--- src/rtl/dcache_ctrl_if.sv ---
// Bus bundle between the data-cache controller, the CPU, the line memory and the tag/data array.
// The controller uses the slave view; the surrounding system uses the master view.
interface dcache_ctrl_if;
    logic [31:0]  cpu_addr_i;
    logic [31:0]  cpu_data_i;
    logic         cpu_MemRead_i;
    logic         cpu_MemWrite_i;
    logic [31:0]  cpu_data_o;
    logic         cpu_stall_o;

    logic [31:0]  mem_addr_o;
    logic [255:0] mem_data_o;
    logic         mem_enable_o;
    logic         mem_write_o;
    logic [255:0] mem_data_i;
    logic         mem_ack_i;

    logic [3:0]   sram_addr_o;
    logic [24:0]  sram_tag_o;
    logic [255:0] sram_data_o;
    logic         sram_enable_o;
    logic         sram_write_o;
    logic [24:0]  sram_tag_i;
    logic [255:0] sram_data_i;
    logic         sram_hit_i;

    modport slave (
        input  cpu_addr_i, cpu_data_i, cpu_MemRead_i, cpu_MemWrite_i,
        input  mem_data_i, mem_ack_i,
        input  sram_tag_i, sram_data_i, sram_hit_i,
        output cpu_data_o, cpu_stall_o,
        output mem_addr_o, mem_data_o, mem_enable_o, mem_write_o,
        output sram_addr_o, sram_tag_o, sram_data_o, sram_enable_o, sram_write_o
    );

    modport master (
        output cpu_addr_i, cpu_data_i, cpu_MemRead_i, cpu_MemWrite_i,
        output mem_data_i, mem_ack_i,
        output sram_tag_i, sram_data_i, sram_hit_i,
        input  cpu_data_o, cpu_stall_o,
        input  mem_addr_o, mem_data_o, mem_enable_o, mem_write_o,
        input  sram_addr_o, sram_tag_o, sram_data_o, sram_enable_o, sram_write_o
    );
endinterface

--- src/rtl/dcache_ctrl.sv ---
// Write-back, write-allocate data-cache controller: 16 sets x 2 ways x 32-byte lines.
// Hits resolve combinationally; misses run lookup, optional writeback, line fill, then replay.
module dcache_ctrl (
    input  logic         clk_i,
    input  logic         rst_i,
    dcache_ctrl_if.slave bus
);

    typedef enum logic [2:0] {
        StIdle,
        StMiss,
        StWriteback,
        StReadMiss,
        StReadMissOk
    } state_e;

    state_e       state_q, state_d;
    logic [255:0] victim_line_q, victim_line_d;
    logic [31:0]  victim_addr_q, victim_addr_d;

    logic         req;
    logic         is_store;
    logic [3:0]   index;
    logic [2:0]   word;
    logic [22:0]  tag;
    logic [31:0]  line_addr;
    logic [31:0]  hit_word;
    logic [255:0] merged_line;
    logic         unused_addr_bits;

    assign req              = bus.cpu_MemRead_i | bus.cpu_MemWrite_i;
    assign is_store         = bus.cpu_MemWrite_i;
    assign index            = bus.cpu_addr_i[8:5];
    assign word             = bus.cpu_addr_i[4:2];
    assign tag              = bus.cpu_addr_i[31:9];
    assign line_addr        = {bus.cpu_addr_i[31:5], 5'b0};
    assign unused_addr_bits = ^bus.cpu_addr_i[1:0];

    assign bus.sram_addr_o   = index;
    assign bus.sram_enable_o = req | (state_q != StIdle);

    assign hit_word = bus.sram_data_i[{word, 5'b0} +: 32];

    // Store hit: the addressed word is replaced, the other seven are passed through.
    always_comb begin
        merged_line                      = bus.sram_data_i;
        merged_line[{word, 5'b0} +: 32]  = bus.cpu_data_i;
    end

    always_ff @(posedge clk_i or posedge rst_i) begin
        if (rst_i) begin
            state_q       <= StIdle;
            victim_line_q <= '0;
            victim_addr_q <= '0;
        end else begin
            state_q       <= state_d;
            victim_line_q <= victim_line_d;
            victim_addr_q <= victim_addr_d;
        end
    end

    always_comb begin
        state_d          = state_q;
        victim_line_d    = victim_line_q;
        victim_addr_d    = victim_addr_q;

        bus.cpu_stall_o  = 1'b0;
        bus.cpu_data_o   = '0;
        bus.mem_addr_o   = line_addr;
        bus.mem_data_o   = '0;
        bus.mem_enable_o = 1'b0;
        bus.mem_write_o  = 1'b0;
        bus.sram_tag_o   = {2'b00, tag};
        bus.sram_data_o  = '0;
        bus.sram_write_o = 1'b0;

        case (state_q)
            StIdle: begin
                if (req) begin
                    if (bus.sram_hit_i) begin
                        bus.cpu_data_o = hit_word;
                        if (is_store) begin
                            bus.sram_write_o = 1'b1;
                            bus.sram_tag_o   = {2'b11, tag};
                            bus.sram_data_o  = merged_line;
                        end
                    end else begin
                        bus.cpu_stall_o = 1'b1;
                        state_d         = StMiss;
                    end
                end
            end

            StMiss: begin
                bus.cpu_stall_o = 1'b1;
                // Only a valid and dirty victim needs to be written back before the fill.
                if (bus.sram_tag_i[24] & bus.sram_tag_i[23]) begin
                    victim_line_d = bus.sram_data_i;
                    victim_addr_d = {bus.sram_tag_i[22:0], index, 5'b0};
                    state_d       = StWriteback;
                end else begin
                    state_d = StReadMiss;
                end
            end

            StWriteback: begin
                bus.cpu_stall_o  = 1'b1;
                bus.mem_enable_o = 1'b1;
                bus.mem_write_o  = 1'b1;
                bus.mem_addr_o   = victim_addr_q;
                bus.mem_data_o   = victim_line_q;
                if (bus.mem_ack_i) begin
                    state_d = StReadMiss;
                end
            end

            StReadMiss: begin
                bus.cpu_stall_o  = 1'b1;
                bus.mem_enable_o = 1'b1;
                bus.mem_addr_o   = line_addr;
                if (bus.mem_ack_i) begin
                    bus.sram_write_o = 1'b1;
                    bus.sram_tag_o   = {2'b10, tag};
                    bus.sram_data_o  = bus.mem_data_i;
                    state_d          = StReadMissOk;
                end
            end

            StReadMissOk: begin
                // Spacer cycle so the freshly written line is visible to the replayed lookup.
                bus.cpu_stall_o = 1'b1;
                state_d         = StIdle;
            end

            default: begin
                state_d = StIdle;
            end
        endcase

        if (rst_i) begin
            bus.mem_enable_o = 1'b0;
            bus.mem_write_o  = 1'b0;
            bus.sram_write_o = 1'b0;
        end
    end

endmodule
--- src/flat_wrapper.sv ---
// flat-port wrapper written by rule: the top's interface ports become plain ports
module dcache_ctrl_flat 
  (clk_i, rst_i, bus_cpu_addr_i, bus_cpu_data_i, bus_cpu_MemRead_i, bus_cpu_MemWrite_i, bus_mem_data_i, bus_mem_ack_i, bus_sram_tag_i, bus_sram_data_i, bus_sram_hit_i, bus_cpu_data_o, bus_cpu_stall_o, bus_mem_addr_o, bus_mem_data_o, bus_mem_enable_o, bus_mem_write_o, bus_sram_addr_o, bus_sram_tag_o, bus_sram_data_o, bus_sram_enable_o, bus_sram_write_o);
  dcache_ctrl_if bus_i ();
  input  logic clk_i;
  input  logic rst_i;
  input wire logic [$bits(bus_i.cpu_addr_i)-1:0] bus_cpu_addr_i;
  input wire logic [$bits(bus_i.cpu_data_i)-1:0] bus_cpu_data_i;
  input wire logic [$bits(bus_i.cpu_MemRead_i)-1:0] bus_cpu_MemRead_i;
  input wire logic [$bits(bus_i.cpu_MemWrite_i)-1:0] bus_cpu_MemWrite_i;
  input wire logic [$bits(bus_i.mem_data_i)-1:0] bus_mem_data_i;
  input wire logic [$bits(bus_i.mem_ack_i)-1:0] bus_mem_ack_i;
  input wire logic [$bits(bus_i.sram_tag_i)-1:0] bus_sram_tag_i;
  input wire logic [$bits(bus_i.sram_data_i)-1:0] bus_sram_data_i;
  input wire logic [$bits(bus_i.sram_hit_i)-1:0] bus_sram_hit_i;
  output wire logic [$bits(bus_i.cpu_data_o)-1:0] bus_cpu_data_o;
  output wire logic [$bits(bus_i.cpu_stall_o)-1:0] bus_cpu_stall_o;
  output wire logic [$bits(bus_i.mem_addr_o)-1:0] bus_mem_addr_o;
  output wire logic [$bits(bus_i.mem_data_o)-1:0] bus_mem_data_o;
  output wire logic [$bits(bus_i.mem_enable_o)-1:0] bus_mem_enable_o;
  output wire logic [$bits(bus_i.mem_write_o)-1:0] bus_mem_write_o;
  output wire logic [$bits(bus_i.sram_addr_o)-1:0] bus_sram_addr_o;
  output wire logic [$bits(bus_i.sram_tag_o)-1:0] bus_sram_tag_o;
  output wire logic [$bits(bus_i.sram_data_o)-1:0] bus_sram_data_o;
  output wire logic [$bits(bus_i.sram_enable_o)-1:0] bus_sram_enable_o;
  output wire logic [$bits(bus_i.sram_write_o)-1:0] bus_sram_write_o;
  assign bus_i.cpu_addr_i = bus_cpu_addr_i;
  assign bus_i.cpu_data_i = bus_cpu_data_i;
  assign bus_i.cpu_MemRead_i = bus_cpu_MemRead_i;
  assign bus_i.cpu_MemWrite_i = bus_cpu_MemWrite_i;
  assign bus_i.mem_data_i = bus_mem_data_i;
  assign bus_i.mem_ack_i = bus_mem_ack_i;
  assign bus_i.sram_tag_i = bus_sram_tag_i;
  assign bus_i.sram_data_i = bus_sram_data_i;
  assign bus_i.sram_hit_i = bus_sram_hit_i;
  assign bus_cpu_data_o = bus_i.cpu_data_o;
  assign bus_cpu_stall_o = bus_i.cpu_stall_o;
  assign bus_mem_addr_o = bus_i.mem_addr_o;
  assign bus_mem_data_o = bus_i.mem_data_o;
  assign bus_mem_enable_o = bus_i.mem_enable_o;
  assign bus_mem_write_o = bus_i.mem_write_o;
  assign bus_sram_addr_o = bus_i.sram_addr_o;
  assign bus_sram_tag_o = bus_i.sram_tag_o;
  assign bus_sram_data_o = bus_i.sram_data_o;
  assign bus_sram_enable_o = bus_i.sram_enable_o;
  assign bus_sram_write_o = bus_i.sram_write_o;
  dcache_ctrl u_core (.clk_i(clk_i), .rst_i(rst_i), .bus(bus_i));
endmodule
--- config.mk ---
export PLATFORM = sky130hd
export DESIGN_NAME = dcache_ctrl_flat
export DESIGN_NICKNAME = d
export VERILOG_FILES = /design/src/rtl/dcache_ctrl_if.sv /design/src/rtl/dcache_ctrl.sv /design/src/flat_wrapper.sv
export SDC_FILE = /design/constraint.sdc
export NUM_CORES = 1
export LEC_CHECK = 0
export CAP_MARGIN = 25
export CORE_AREA = 2 2 476 478
export CTS_BUF_LIST = sky130_fd_sc_hd__clkbuf_8
export DETAILED_ROUTE_END_ITERATION = 7
export DIE_AREA = 0 0 478 480
export GPL_ROUTABILITY_DRIVEN = 0
export PLACE_DENSITY = 0.31
export REMOVE_ABC_BUFFERS = 1
export SLEW_MARGIN = 20
export SYNTH_ARGS = -nofsm -noshare
export SYNTH_HDL_FRONTEND = slang
export SYNTH_SLANG_ARGS = --single-unit
--- constraint.sdc ---
create_clock -name clk_i -period 13.75 [get_ports clk_i]
set_clock_uncertainty 0.2 [all_clocks]
set_input_delay 2.75 -clock clk_i [delete_from_list [all_inputs] [get_ports clk_i]]
set_output_delay 2.75 -clock clk_i [all_outputs]
set_load 0.01 [all_outputs]
### Word level (Yosys, flattened, before mapping)

Index checks and enable logic that the tools add are counted.

* input bits: 607
* output and inout bits: 610
* flip-flop bits (word level): 286

* bitwise logic cells: 3
* shift-type cells: 3
* muxes and demuxes: 35
* equality and inequality tests: 8
* $add $sub $neg: 1
* reductions and logical operators: 6

Operators by type and width (number)
* 256-bit 2-to-1 mux: 5
* 256-bit case mux with 2 select lines: 1
* 256-bit bitwise mux: 1
* 32-bit by 10-bit variable shift with 256-bit output (first input constant): 1
* 256-bit by 9-bit variable part select with 32-bit output: 1
* 32-bit by 10-bit variable part select with 256-bit output: 1
* 32-bit 2-to-1 mux: 4
* 25-bit 2-to-1 mux: 4
* 25-bit case mux with 2 select lines: 1
* 1-bit 2-to-1 mux: 12
* 3-bit 2-to-1 mux: 4
* 3-bit case mux with 4 select lines: 1
* 8-bit negator with 10-bit output: 1
* 3-bit by 2-bit == test with 1-bit output (second input constant): 2
* 2-bit inequality test (second input constant): 3
* 1-bit case mux with 2 select lines: 2
* 4-bit AND reduction: 1
* 4-bit OR reduction: 1
* 3-bit by 1-bit == test with 1-bit output (second input constant): 1
* 3-bit == test (second input constant): 1
* 3-bit logical NOT: 1
* 3-bit nonzero test: 1
* 2-bit by 1-bit inequality test with 1-bit output (second input constant): 1
* 1-bit bitwise OR: 2
* 3 further kinds: 3

### Longest topological paths before layout

* depth after elaboration: 7
* mapped depth: 11
* mapped depth without buffers: 7

### Worst setup path after synthesis

No wires, ideal clock.

* path kind: input-to-output
* from: input bus_cpu_addr_i[3]
* to: output bus_sram_data_o[130]
* arrival time: 5.373 ns
* setup slack: 5.427 ns
* data required time: 10.800 ns
* stages: 10
* buffers on the path: 4
* cell sequence: clkbuf_1 clkbuf_1 inv_1 ha_1 ha_1 clkbuf_1 nand3_1 buf_1 mux2i_1 o21ai_0

* word-level cells in the longest chain between the ends: 7
* elaborated cells on any way between the ends: 8
* those cells by class: add/sub: 1; shift: 2; mux: 5

Ends and longest elaborated chain
* from (decl): RTL line flat_wrapper.sv:7 `input wire logic [$bits(bus_i.cpu_addr_i)-1:0] bus_cpu_addr_i;`
* 8-bit negator with 10-bit output *: RTL line dcache_ctrl.sv:47 `merged_line[{word, 5'b0} +: 32] = bus.cpu_data_i;`
* 32-bit by 10-bit variable part select with 256-bit output / 32-bit by 10-bit variable shift with 256-bit output (equally long branches): RTL line dcache_ctrl.sv:47
* 256-bit bitwise mux *: RTL line dcache_ctrl.sv:47
* 256-bit 2-to-1 mux *: RTL line dcache_ctrl.sv:82 `if (is_store) begin`
* 256-bit 2-to-1 mux *: RTL line dcache_ctrl.sv:80 `if (bus.sram_hit_i) begin`
* 256-bit 2-to-1 mux *: RTL line dcache_ctrl.sv:79 `if (req) begin`
* 256-bit case mux with 2 select lines *: RTL line dcache_ctrl.sv:77 `case (state_q)`
* to (decl): RTL line flat_wrapper.sv:24 `output wire logic [$bits(bus_i.sram_data_o)-1:0] bus_sram_data_o;`

Mark *: on every way between the ends. The rest lies on a longest branch, timed or not.

### Worst setup path after layout

* from: input bus_cpu_addr_i[4]
* to: output bus_sram_data_o[152]

The elaborated chain is that of the path after synthesis.

==> metrics.txt <==
Crit Path Class=primary input to output port; nets@finish=3582; HP Class=register to register; CTS Hold Buffers Added=0; post-layout util=16.22%; Leak Pwr=13.40 nW; port bufs=1209; share of the synthesized area in the top cell type=36.97%; IO Count=1217; main combinational cell family by area after synthesis=multiplexers; VDD IR-drop max=0.0001218 V; crit start category=primary input; final setup violating endpoints=0; synth top area cells=dfrtp_1, mux2_2, and2_1; area of the multi-input gates=11200 um^2; Post-Syn Area per Cell=10.64 um^2; Die Ht=480 um; post-synthesis xor/xnor area fraction=0.04524%; initial cell density of the core=8.641%; antenna viol nets, final=0; share of cells above drive strength 1=18.61%; clock sink total=286; number of remaining DRC errors=0; Post-DP HPWL=168200 um; max-slew violation count=0; Synth Instances=1819; Reg clk slew, reported paths=50 ps; grt ovf=0; fin crit share=74.78%; CTS Root Cell=clkbuf_8; drt wl/cell=35.05 um; Core ar.=224000 um^2; via count=22080; Synth area leader=dfrtp_1; dominant synthesized flop cell=dfrtp_1; vias in the first global route=22840; vias per inst=3.656; kind of end point of the critical path=output port; Max-slew headroom=32.06%; Slew @ Worst Pin=1019 ps; Hold Vio Cnt, Final=0; Filler Cell Count=25150; status=complete, no violations; Worst Path Max Fanout=19; Placement Rows=174; Max-cap violations=0; compound-gate portion of the synthesized area=16.50%; Setup TNS Final=0 ps; Post-synth EDFFs=0; CP max-delay cell=nand3_4; largest net degree at the start of global routing=122; Synth Area in Simple Gates=11.75%; DR pass1 iterations=5; Clk Latency, worst-skew pair=730 ps; Crit path required time=10800 ps; post-synthesis mux area share=28.79%; TritonCTS clock tree=done; post-synthesis sequential area ratio=36.97%; DRT Wirelength=211700 um; adder-cell area share of the yosys netlist=0.3878%; register area=7157 um^2; postcts setup bufs=0; first-pass GRT wire length=264100 um; antenna violations before repair=92; Yosys cell types=40; PwrDens=167.0 nW/um^2; worst-path cell chain=clkdlybuf4s50_1, inv_1, ha_1, nand3_4, buf_4, mux2i_1, o21ai_0, clkdlybuf4s50_1; Total Die Area=229400 um^2; Final Critical Period=10280 ps; crit-path most repeated cell=clkdlybuf4s50_1; Max stage delay on crit path=810 ps; f_max=97.26 MHz; Layout area overhead=87.75%; gr usage total=17.74%; hold_ws=293.8 ps; post_cts resized=0; synth warn=0; RSZ-0062 raised after global routing=no; drt initial violations=1183; worst path arrival time=7330 ps; share of flip-flops with an asynchronous set or reset=100.0%; Die W=478 um; Inst Count DP=5884; number of synthesized register bits=286; Syn Std Cell Area=19360 um^2; CTS Buffer Depth=3; Num CTS Buffers=75; Cell Count, Final, Fillers Out=6039; H-tree Lvls=3
Yosys cell counts, types with 31 or more instances:
cell	number
buf_2	47
o21ai_0	225
and2_1	257
buf_4	36
mux2_2	310
o21ai_1	31
mux2i_1	64
a22o_1	32
nand2_1	68
nand2b_1	33
mux4_2	64
dfrtp_1	286
a22oi_1	192
clkbuf_1	94
flip-flops by register name, summed over array words and instances (netlist names):
register,flops
u_core.victim_addr_q,27
u_core.state_q,3
u_core.victim_line_q,256
power breakdown:
group          switching [mW]  internal [mW]
logic                    1.75           1.65
clock network           0.574          0.643
registers               0.193           1.26
total                    2.52           3.55
path summary, 6_finish.rpt:
kind                                             end                       from  cells past startpoint  slack [ps]
max                             bus_sram_data_o[152]          bus_cpu_addr_i[4]                      8        3470
min                        u_core.victim_line_q[111]  u_core.victim_line_q[111]                      1         290
max reg2reg                 u_core.victim_line_q[57]          u_core.state_q[0]                      4       10280
min reg2reg                u_core.victim_line_q[111]  u_core.victim_line_q[111]                      1         290
max in group asynchronous  u_core.victim_line_q[108]                      rst_i                      4        8870
min in group asynchronous    u_core.victim_line_q[6]                      rst_i                      2        2430
cell usage in the layout (no fill, tap or decap), types with 2 or more instances in the layout:
cell type / Yosys / layout
and2_1: 257 / 257
nor3_1: 2 / 2
bufinv_16: 0 / 2
nand2b_1: 33 / 33
clkinv_2: 0 / 6
mux2_2: 310 / 310
buf_4: 36 / 53
clkbuf_8: 0 / 92
nor3_4: 0 / 2
dfrtp_1: 286 / 286
nand2_1: 68 / 67
conb_1: 1 / 5
a22oi_1: 192 / 192
ha_1: 6 / 5
o21ai_0: 225 / 225
o21ai_1: 31 / 31
diode_2: 0 / 22
inv_1: 6 / 32
mux2i_1: 64 / 64
or4b_4: 0 / 2
mux4_2: 64 / 64
a21oi_1: 3 / 3
nor2b_1: 2 / 2
nor2_1: 6 / 5
or3_1: 2 / 2
inv_6: 0 / 2
clkdlybuf4s50_1: 0 / 1207
a22o_1: 32 / 32
nand4_1: 6 / 6
buf_12: 0 / 4
inv_8: 0 / 4
buf_6: 13 / 4
a311oi_4: 6 / 6
kinds of logic after synthesis:
group                      count (synthesis)
muxes                                    438
adders and majority gates                  6
other                                      1
buffers and inverters                    208
DFF                                      286
xor gates and xnor gates                   1
AOI/OAI and AO/OA                        491
and+or+nand+nor                          388
routing by layer:
metal / vias up / global-route usage (%) / share of wire [%] / wire length (um)
met1: 11380 / 20.39 / 39 / 82430
met4: 52 / 5.868 / 2.8 / 5859
met3: 270 / 7.099 / 10 / 21510
li1: 9037 / - / - / -
met2: 1344 / 29.80 / 48 / 101500
met5: - / 0 / 0.15 / 317
critical path: cells and delay by family:
kind,cells,cell delay [ps]
AO/OA/AOI/OAI,1,680
adder cells (fa/ha/maj),1,660
buffers and inverters,4,2130
multiplexers,1,190
AND/OR/NAND/NOR,1,810
per-stage QoR:
stage	setup slack (ps)	power, mW	cell area, um^2
global route	3230	6.429	36320
CTS	3404	6.227	36290
detailed placement	3406	4.921	34770
global placement	2821	4.916	34730
finish	3468	6.070	36350
floorplan	2908	2.797	18330
cell type report:
type	instances	share of cell area [%]
Antenna cell	22	0.1515
Clock buffer	92	3.484
Clock inverter	41	0.7023
Inverter	8	0.1239
Multi-Input combinational cell	1329	30.83
Sequential cell	286	19.69
Tap cell	2992	10.30
Timing Repair Buffer	1269	34.72
Note: power is estimated with default switching activity, not from simulation.
